--- src/rtl/stream_demux_pkg.sv ---
// stream_demux_pkg: shared widths, destination/slot encodings and saturating counter helper for stream_demux.
package stream_demux_pkg;

    localparam int STAT_W = 16;
    localparam logic [STAT_W-1:0] STAT_MAX = 16'hFFFF;

    typedef enum logic {
        DEST_OUT0 = 1'b0,
        DEST_OUT1 = 1'b1
    } dest_e;

    typedef enum logic {
        SLOT_EMPTY = 1'b0,
        SLOT_FULL  = 1'b1
    } slot_state_e;

    function automatic logic [STAT_W-1:0] sat_inc(input logic [STAT_W-1:0] c);
        return (c == STAT_MAX) ? c : c + 1'b1;
    endfunction

endpackage

--- src/rtl/stream_demux_if.sv ---
// stream_demux_if: producer and two consumer handshakes of stream_demux; STREAM_DEMUX_STATS_EN adds the per-output beat counters.
interface stream_demux_if #(parameter int WIDTH = 4);
    import stream_demux_pkg::*;
    logic [WIDTH-1:0] IN_DATA;
    logic             IN_VALID;
    logic             IN_READY;
    logic             SEL;
    logic [WIDTH-1:0] OUT0_DATA;
    logic             OUT0_VALID;
    logic             OUT0_READY;
    logic [WIDTH-1:0] OUT1_DATA;
    logic             OUT1_VALID;
    logic             OUT1_READY;
`ifdef STREAM_DEMUX_STATS_EN
    logic [STAT_W-1:0] STAT0_CNT;
    logic [STAT_W-1:0] STAT1_CNT;
`endif

    modport slave (
        input  IN_DATA, IN_VALID, SEL, OUT0_READY, OUT1_READY,
        output IN_READY, OUT0_DATA, OUT0_VALID, OUT1_DATA, OUT1_VALID
`ifdef STREAM_DEMUX_STATS_EN
        , output STAT0_CNT, STAT1_CNT
`endif
    );

    modport master (
        output IN_DATA, IN_VALID, SEL, OUT0_READY, OUT1_READY,
        input  IN_READY, OUT0_DATA, OUT0_VALID, OUT1_DATA, OUT1_VALID
`ifdef STREAM_DEMUX_STATS_EN
        , input STAT0_CNT, STAT1_CNT
`endif
    );

endinterface

--- src/rtl/demux_slot.sv ---
// demux_slot: one-entry holding register with EMPTY/FULL state; a load while draining refills without a bubble.
module demux_slot
    import stream_demux_pkg::*;
#(
    parameter int WIDTH = 4
) (
    input  logic             clk,
    input  logic             rst,
    input  logic             load_i,
    input  logic [WIDTH-1:0] data_i,
    input  logic             ready_i,
    output logic             can_load_o,
    output logic             valid_o,
    output logic [WIDTH-1:0] data_o
);

    slot_state_e      state_q, state_d;
    logic [WIDTH-1:0] data_q, data_d;

    always_ff @(posedge clk or posedge rst) begin
        if (rst) begin
            state_q <= SLOT_EMPTY;
            data_q  <= '0;
        end else begin
            state_q <= state_d;
            data_q  <= data_d;
        end
    end

    // load_i is only raised when can_load_o, so a FULL slot never loads while stalled
    always_comb begin
        can_load_o = (state_q == SLOT_EMPTY) | ready_i;
        state_d    = load_i ? SLOT_FULL : (ready_i ? SLOT_EMPTY : state_q);
        data_d     = load_i ? data_i : data_q;
    end

    assign valid_o = (state_q == SLOT_FULL);
    assign data_o  = data_q;

endmodule

--- src/rtl/stream_demux.sv ---
// stream_demux: registered 1-to-2 valid/ready demultiplexer steered by SEL.
// Defining STREAM_DEMUX_STATS_EN adds saturating per-output accepted-beat counters.
module stream_demux
    import stream_demux_pkg::*;
#(
    parameter int WIDTH = 4
) (
    input  logic           CLK,
    input  logic           RST,
    stream_demux_if.slave  bus
);

    logic [1:0] can_load;
    logic [1:0] load;
    logic       in_fire;
    dest_e      dest;

    // IN_READY follows only the selected slot so a stalled consumer never blocks the other
    always_comb begin
        dest         = dest_e'(bus.SEL);
        bus.IN_READY = (dest == DEST_OUT1) ? can_load[1] : can_load[0];
        in_fire      = bus.IN_VALID & bus.IN_READY;
        load[0]      = in_fire & (dest == DEST_OUT0);
        load[1]      = in_fire & (dest == DEST_OUT1);
    end

    demux_slot #(.WIDTH(WIDTH)) u_slot0 (
        .clk        (CLK),
        .rst        (RST),
        .load_i     (load[0]),
        .data_i     (bus.IN_DATA),
        .ready_i    (bus.OUT0_READY),
        .can_load_o (can_load[0]),
        .valid_o    (bus.OUT0_VALID),
        .data_o     (bus.OUT0_DATA)
    );

    demux_slot #(.WIDTH(WIDTH)) u_slot1 (
        .clk        (CLK),
        .rst        (RST),
        .load_i     (load[1]),
        .data_i     (bus.IN_DATA),
        .ready_i    (bus.OUT1_READY),
        .can_load_o (can_load[1]),
        .valid_o    (bus.OUT1_VALID),
        .data_o     (bus.OUT1_DATA)
    );

`ifdef STREAM_DEMUX_STATS_EN
    logic [STAT_W-1:0] stat0_q, stat0_d, stat1_q, stat1_d;

    always_ff @(posedge CLK or posedge RST) begin
        if (RST) begin
            stat0_q <= '0;
            stat1_q <= '0;
        end else begin
            stat0_q <= stat0_d;
            stat1_q <= stat1_d;
        end
    end

    always_comb begin
        stat0_d = load[0] ? sat_inc(stat0_q) : stat0_q;
        stat1_d = load[1] ? sat_inc(stat1_q) : stat1_q;
    end

    assign bus.STAT0_CNT = stat0_q;
    assign bus.STAT1_CNT = stat1_q;
`endif

endmodule

--- src/flat_wrapper.sv ---
// flat-port wrapper written by rule: the top's interface ports become plain ports
module stream_demux_flat import stream_demux_pkg::*;
#(
    parameter int WIDTH = 4
)
  (CLK, RST, bus_IN_DATA, bus_IN_VALID, bus_SEL, bus_OUT0_READY, bus_OUT1_READY, bus_IN_READY, bus_OUT0_DATA, bus_OUT0_VALID, bus_OUT1_DATA, bus_OUT1_VALID);
  stream_demux_if #(.WIDTH(WIDTH)) bus_i ();
  input  logic CLK;
  input  logic RST;
  input wire logic [$bits(bus_i.IN_DATA)-1:0] bus_IN_DATA;
  input wire logic [$bits(bus_i.IN_VALID)-1:0] bus_IN_VALID;
  input wire logic [$bits(bus_i.SEL)-1:0] bus_SEL;
  input wire logic [$bits(bus_i.OUT0_READY)-1:0] bus_OUT0_READY;
  input wire logic [$bits(bus_i.OUT1_READY)-1:0] bus_OUT1_READY;
  output wire logic [$bits(bus_i.IN_READY)-1:0] bus_IN_READY;
  output wire logic [$bits(bus_i.OUT0_DATA)-1:0] bus_OUT0_DATA;
  output wire logic [$bits(bus_i.OUT0_VALID)-1:0] bus_OUT0_VALID;
  output wire logic [$bits(bus_i.OUT1_DATA)-1:0] bus_OUT1_DATA;
  output wire logic [$bits(bus_i.OUT1_VALID)-1:0] bus_OUT1_VALID;
  assign bus_i.IN_DATA = bus_IN_DATA;
  assign bus_i.IN_VALID = bus_IN_VALID;
  assign bus_i.SEL = bus_SEL;
  assign bus_i.OUT0_READY = bus_OUT0_READY;
  assign bus_i.OUT1_READY = bus_OUT1_READY;
  assign bus_IN_READY = bus_i.IN_READY;
  assign bus_OUT0_DATA = bus_i.OUT0_DATA;
  assign bus_OUT0_VALID = bus_i.OUT0_VALID;
  assign bus_OUT1_DATA = bus_i.OUT1_DATA;
  assign bus_OUT1_VALID = bus_i.OUT1_VALID;
  stream_demux #(.WIDTH(WIDTH)) u_core (.CLK(CLK), .RST(RST), .bus(bus_i));
endmodule
--- config.mk ---
export PLATFORM = sky130hd
export DESIGN_NAME = stream_demux_flat
export DESIGN_NICKNAME = d
export VERILOG_FILES = /design/src/rtl/stream_demux_pkg.sv /design/src/rtl/stream_demux_if.sv /design/src/rtl/demux_slot.sv /design/src/rtl/stream_demux.sv /design/src/flat_wrapper.sv
export SDC_FILE = /design/constraint.sdc
export NUM_CORES = 1
export LEC_CHECK = 0
export BUFFER_PORTS_ARGS = -buffer_cell sky130_fd_sc_hd__buf_2
export CORE_AREA = 2 2 39 41
export DETAILED_ROUTE_END_ITERATION = 6
export DIE_AREA = 0 0 41 43
export RECOVER_POWER = 100
export SLEW_MARGIN = 20
export SYNTH_ARGS = -nofsm -noshare
export SYNTH_HDL_FRONTEND = slang
export SYNTH_SLANG_ARGS = --single-unit
--- constraint.sdc ---
create_clock -name CLK -period 1.5 [get_ports CLK]
set_input_delay 0.075 -clock CLK [delete_from_list [all_inputs] [get_ports CLK]]
set_output_delay 0.075 -clock CLK [all_outputs]
set_load 0.03 [all_outputs]
==> results by group, run 1 <==
GRT
  – Antenna violations before repair: 0
  – GR Layer Usage met3: 7.85%
  – Met1 usage: 13.7%
  – GRT Max-Usage Layer: met2
  – Largest net degree at the start of global routing: 11
  – Number of global-route vias before repair: 280
  – GR met2 Demand/Resource: approximately 14%
  – Global Route Usage Sum: 10.6%
  – First-pass GRT wire length: ~1.2 mm
  – Gr ovfl total: 0

Die
  – Ports: 21
  – Number of cell rows: 14
  – Starting Density: a little under a third
  – Die Area: 1760 sq um
  – Die Y: roughly 43 microns
  – Die Span X: around 41 microns
  – Floorplan Core Area: about 1400 sq um

Pwr
  – Max VDD drop: approximately 0.69 mV
  – Pwr Total: between 0.0007 and 0.0008 W
  – Pwr Density: 1290 nW/um^2
  – Leakage: 0.257 nW

Routing
  – Iteration-0 DRC Markers: 0
  – Detailed-route wire length per cell: roughly 11 microns
  – Total Routed Length: roughly 740 microns
  – Residual DRC count: 0
  – Pre-antenna DRT Iters: 1
  – Vias per Instance: 4.48
  – DRT antenna net count: 0
  – Via Count: slightly above 300

Placement
  – IO Port Bufs: 20
  – Setup WS pre-CTS: 0.342 ns
  – RePlAce Congestion: 0.636
  – Post-DP HPWL: approximately 600 microns

Clocking
  – Clock tree buffer depth: 2
  – Clk slew on worst S/H paths: 0.06 ns
  – Total CTS buffers: 3
  – Clk Latency, worst-skew pair: about 0.25 ns
  – Post-CTS Setup Bufs: 0
  – CTS sink count: 10
  – Root Buffer: clkbuf_4
  – CTS H-tree depth: 1
  – CTS tree: yes

STA
  – RSZ-0062 raised after global routing: false
  – Worst clock skew: slightly below 0.0008 ns
  – Worst-Margin Slew: around 0.37 ns
  – TNS Setup: 0 ns
  – Final Max Slew Viols: 0
  – Final period util: between 80% and 90%
  – Peak Freq: 793 MHz
  – Final Critical Period: roughly 1.3 ns
  – Fin worst setup slack: around 0.24 ns
  – Final Hold Viols: 0
  – Final setup viols: 0
  – Slew Limit Headroom: roughly 76%

Setup path
  – CP max FO: 3
  – Setup CP Type: flip-flop to primary output
  – Cell Chain, Critical Path: nor2b_1, a21oi_1, clkbuf_2
  – Crit. End Element: primary output
  – Arrival time at the worst endpoint: about 1.2 ns
  – CP required: between 1 and 1.5 ns
  – Setup crit start kind: flip-flop
  – Max incr delay on CP: ~0.34 ns
  – CP max stage cell: dfrtp_1

Final layout
  – Layout cells sized above 1: 47.2%
  – Most frequent cells in the layout: clkbuf_1, dfrtp_1, buf_2
  – Final Util: between 40% and 50%
  – Antenna cell count: 0
  – Nets: 65
  – Area growth syn-to-layout: 28.3%
  – Filler Cell Count: 150

Yosys
  – Synthesized area: around 430 sq um
  – Seq/Total Area, Yosys: 57.8%
  – Cells after Synth: 29
  – Distinct cells, synth: 10
  – Area share of the leading cell type in the synthesized netlist: about 58%
  – Post-synthesis register bit count: 10
  – Synth top area cells: dfrtp_1, mux2_2, nand2b_4, nor2b_4, nor2_4
  – Cell taking the most area after synthesis: dfrtp_1
  – YS warnings: 0
  – Syn_area_per_cell: between 10 and 15 sq um
  – Mapped Nets: 39

Run
  – Max-cap viol count: 0

Outcome
  – Status: finished, final reports clean

Worst hold path
  – Worst min-delay path class: input pin to flip-flop
-- power breakdown --
part	internal (W)	switching, W	leakage [nW]	total [W]
Combinational	0.0000697	0.000143	0.124	0.000213
Clock	0.0000919	0.0000783	0.0138	0.000170
Sequential	0.000314	0.0000215	0.118	0.000335
Total	0.000476	0.000243	0.257	0.000719
-- worst max-delay path: cells and delay by family (launching register included) --
| kind | cells | cell delay [ns] |
|---|---|---|
| flops | 1 | 0.34 |
| simple gates | 1 | 0.28 |
| buf+inv | 1 | 0.19 |
| compound gates | 1 | 0.12 |
-- synth_stat cells --
| cell | instances |
|---|---|
| mux2_2 | 8 |
| inv_1 | 1 |
| nand2_1 | 2 |
| nor2_1 | 1 |
| a21oi_1 | 1 |
| nand2b_1 | 1 |
| nor2_4 | 1 |
| nor2b_4 | 2 |
| dfrtp_1 | 10 |
| nand2b_4 | 2 |
-- layout make-up --
cell class                      count  area, sq um  share of cell area (%)
Tap cell                           16         20.0                    3.60
Timing Repair Buffer               21         97.6                    17.6
Clock buffer                        3         22.5                    4.05
Multi-Input combinational cell     18          161                    29.1
Sequential cell                    10          250                    45.0
Inverter                            1         3.75                   0.676
-- per-layer routing --
metal / routed length, microns / part of all wire, % / up-vias
li1: - / - / 149
met1: 307 / 42 / 143
met2: 337 / 46 / 17
met3: 91 / 12 / 0
met4: 0 / 0 / 0
met5: 0 / 0 / -
-- metrics by stage --
step | instances | hold WS [ns] | area [sq um]
3_3_place_gp | 65 | 0.0648 | 553
6_report | 69 | 0.0658 | 556
5_1_grt | 69 | 0.0563 | 556
3_5_place_dp | 65 | 0.0646 | 553
2_1_floorplan | 29 | -0.0848 | 433
4_1_cts | 69 | 0.0604 | 586
-- cell families after synthesis --
family                 count (synthesis)  share of synthesized area [%]
buffers and inverters                  1                          0.866
flip-flops                            10                           57.8
AO/OA/AOI/OAI                          1                           1.15
multiplexers                           8                           20.8
AND/OR/NAND/NOR                        9                           19.4
-- timing repair --
action                                  CTS  global route
hold buffers                              1             0
resized for setup                         0             0
hold endpoints to repair                 10             0
endpoints found under the setup margin    0             0
-- path summary, 6_finish.rpt --
check	start	endpoint	slack [ns]	cells after the start
max	u_core.u_slot1.valid_o	bus_IN_READY	0.24	3
min	bus_IN_DATA[2]	u_core.u_slot1.data_o[2]	0.07	2
max reg2reg	u_core.u_slot0.valid_o	u_core.u_slot0.data_o[1]	0.29	3
min reg2reg	u_core.u_slot1.data_o[2]	u_core.u_slot1.data_o[2]	0.50	1
max in group asynchronous	RST	u_core.u_slot1.valid_o	0.91	3
min in group asynchronous	RST	u_core.u_slot0.valid_o	0.33	3
-- flip-flops by register name (all words and copies together) (netlist names) --
name                    cells
u_core.u_slot0.data_o       4
u_core.u_slot1.data_o       4
u_core.u_slot0.valid_o      1
u_core.u_slot1.valid_o      1
Power figures use the tool's default switching activity.
==> inputs of run 2 (changes only) <==
==> constraint.sdc (replaced) <==
create_clock -name CLK -period 1.3 [get_ports CLK]
set_input_delay 0.065 -clock CLK [delete_from_list [all_inputs] [get_ports CLK]]
set_output_delay 0.065 -clock CLK [all_outputs]
set_load 0.03 [all_outputs]
==> run 2 against run 1 <==
Net effect: hold slack worse by 0.0090 ns; critical path type unchanged; critical path depth unchanged; core utilization increased by 0.54 points; clock skew is essentially flat; via count shrank 0.97%; clock power grew 15%; largest power group unchanged; global-route usage did not move.
==> results by group, run 2 (same netlist as run 1, synthesis figures left out) <==
Final layout
  – Final Util: 40.7% (+0.54 points)
  – Layout cells sized above 1: 49.1% (+1.9 points)
  – Most frequent cells in the layout: clkbuf_1, dfrtp_1, buf_2
  – Area growth syn-to-layout: 30.1%
  – Filler Cell Count: 149 (-0.67%)
  – Post-route design area: 563 sq um (+1.4%)
  – Antenna cell count: 0 (unchanged)
  – Nets: 65 (unchanged)

STA
  – Worst clock skew: 0.000714 ns (-0.0000634 ns)
  – Worst-Margin Slew: 0.367 ns (-0.0000720 ns)
  – Final Max Slew Viols: 0 (unchanged)
  – Final Critical Period: around 1.2 ns
  – Fin worst setup slack: 0.117 ns (-0.122 ns)
  – RSZ-0062 raised after global routing: false
  – Final setup viols: 0 (unchanged)
  – Final Hold Viols: 0 (unchanged)
  – TNS Setup: 0 ns (unchanged)
  – Slew Limit Headroom: 75.5% (about the same)
  – Peak Freq: 845 MHz
  – Final period util: between 90 and 100%

Setup path
  – Crit. End Element: primary output
  – R2r setup slk: 0.12 ns (-0.17 ns)
  – CP max stage cell: dfrtp_1
  – CP required: 1.24 ns (-0.18 ns)
  – Arrival time at the worst endpoint: 1.12 ns (-0.07 ns)
  – Crit path max-delay family: flip-flops
  – Setup CP Type: flip-flop to primary output
  – Buf/Inv on CP: 1 (unchanged)
  – Max incr delay on CP: 0.37 ns (+0.03 ns)
  – Setup crit start kind: flip-flop
  – Cell Chain, Critical Path: nor2b_4, a21oi_1, clkbuf_2
  – CP max FO: 3 (unchanged)

GRT
  – Antenna violations before repair: 0 (unchanged)
  – Gr ovfl total: 0 (unchanged)
  – First-pass GRT wire length: 1.20 mm (unchanged)
  – Number of global-route vias before repair: 280 (unchanged)
  – GR Layer Usage met3: 7.85% (unchanged)
  – Global Route Usage Sum: 10.6% (unchanged)
  – Largest net degree at the start of global routing: 11 (unchanged)
  – Met1 usage: 13.7% (unchanged)
  – GRT Max-Usage Layer: met2
  – GR met2 Demand/Resource: 14.1% (unchanged)

Run
  – Max-cap viol count: 0 (unchanged)

Routing
  – Pre-antenna DRT Iters: 2 (+1)
  – Vias per Instance: 4.43 (-0.97%)
  – Via Count: 306 (-0.97%)
  – Total Routed Length: 731 microns (-0.68%)
  – Residual DRC count: 0 (unchanged)
  – Detailed-route wire length per cell: 10.6 microns (-0.68%)
  – Iteration-0 DRC Markers: 1 (+1)
  – DRT antenna net count: 0 (unchanged)

Placement
  – IO Port Bufs: 20 (unchanged)
  – Post-DP HPWL: 585 microns (unchanged)
  – Placed Area: 553 sq um (unchanged)
  – RePlAce Congestion: 0.636 (about the same)
  – Setup WS pre-CTS: 0.142 ns (-0.200 ns)

Clocking
  – Clock tree buffer depth: 2 (unchanged)
  – CTS sink count: 10 (unchanged)
  – CTS tree: yes
  – Root Buffer: clkbuf_4
  – Post-CTS Hold Buffers: 1 (unchanged)
  – Post-CTS Setup Bufs: 0 (unchanged)
  – CTS resizes: 0 (unchanged)
  – Clk Latency, worst-skew pair: 0.25 ns (about the same)
  – Clk slew on worst S/H paths: 0.06 ns (about the same)
  – CTS H-tree depth: 1 (unchanged)
  – Total CTS buffers: 3 (unchanged)

Die
  – Die Span X: 41 microns (unchanged)
  – Starting Density: 31.3% (unchanged)
  – Die Area: 1760 sq um (unchanged)
  – Floorplan Core Area: 1380 sq um (unchanged)
  – Ports: 21 (unchanged)
  – Die Y: 43 microns (unchanged)
  – Number of cell rows: 14 (unchanged)

Pwr
  – Max VDD drop: 0.791 mV (+15%)
  – Pwr Density: 1480 nW/um^2 (+14%)
  – Leakage: 0.266 nW (+3.6%)

Outcome
  – Status: finished, final reports clean

Worst hold path
  – Worst min-delay path class: input pin to flip-flop
[run 2: cell counts in the layout (fill, tap and decap cells not counted)]
No cell type changed its count.
[run 2: final timing paths]
kind / cells after the start / endpoint / startpoint
min in group asynchronous: 3 / u_core.u_slot0.valid_o / RST
max: 3 / bus_IN_READY / u_core.u_slot1.valid_o
max reg2reg: 3 / u_core.u_slot1.data_o[0] / u_core.u_slot1.valid_o
min: 2 / u_core.u_slot1.data_o[2] / bus_IN_DATA[2]
min reg2reg: 1 / u_core.u_slot1.data_o[2] / u_core.u_slot1.data_o[2]
max in group asynchronous: 3 / u_core.u_slot1.valid_o / RST
[run 2: power breakdown]
part	internal, W	total (W)	switching (W)
registers	0.000362	0.000388	0.0000252
logic	0.0000838	0.000249	0.000165
clock network	0.000106	0.000196	0.0000898
total	0.000552	0.000833	0.000280
[run 2: through the flow]
stage          total power (W)  hold slack, ns  std cells
6_report              0.000833          0.0567         69
5_1_grt               0.000893          0.0464         69
4_1_cts               0.000865          0.0504         69
2_1_floorplan         0.000578         -0.0948         29
3_5_place_dp          0.000661          0.0546         65
3_3_place_gp          0.000660          0.0548         65
[run 2: layer usage]
layer,part of all wire [%],vias up
met5,0,-
met4,0,0
met3,13,0
met2,46,17
met1,41,142
li1,-,147
[run 2: layout make-up]
type                            instances  area [sq um]  area share (%)
Tap cell                               16          20.0            3.56
Sequential cell                        10           250            44.4
Clock buffer                            3          22.5            4.00
Inverter                                1          3.75           0.667
Multi-Input combinational cell         18           169            30.0
Timing Repair Buffer                   21          97.6            17.3
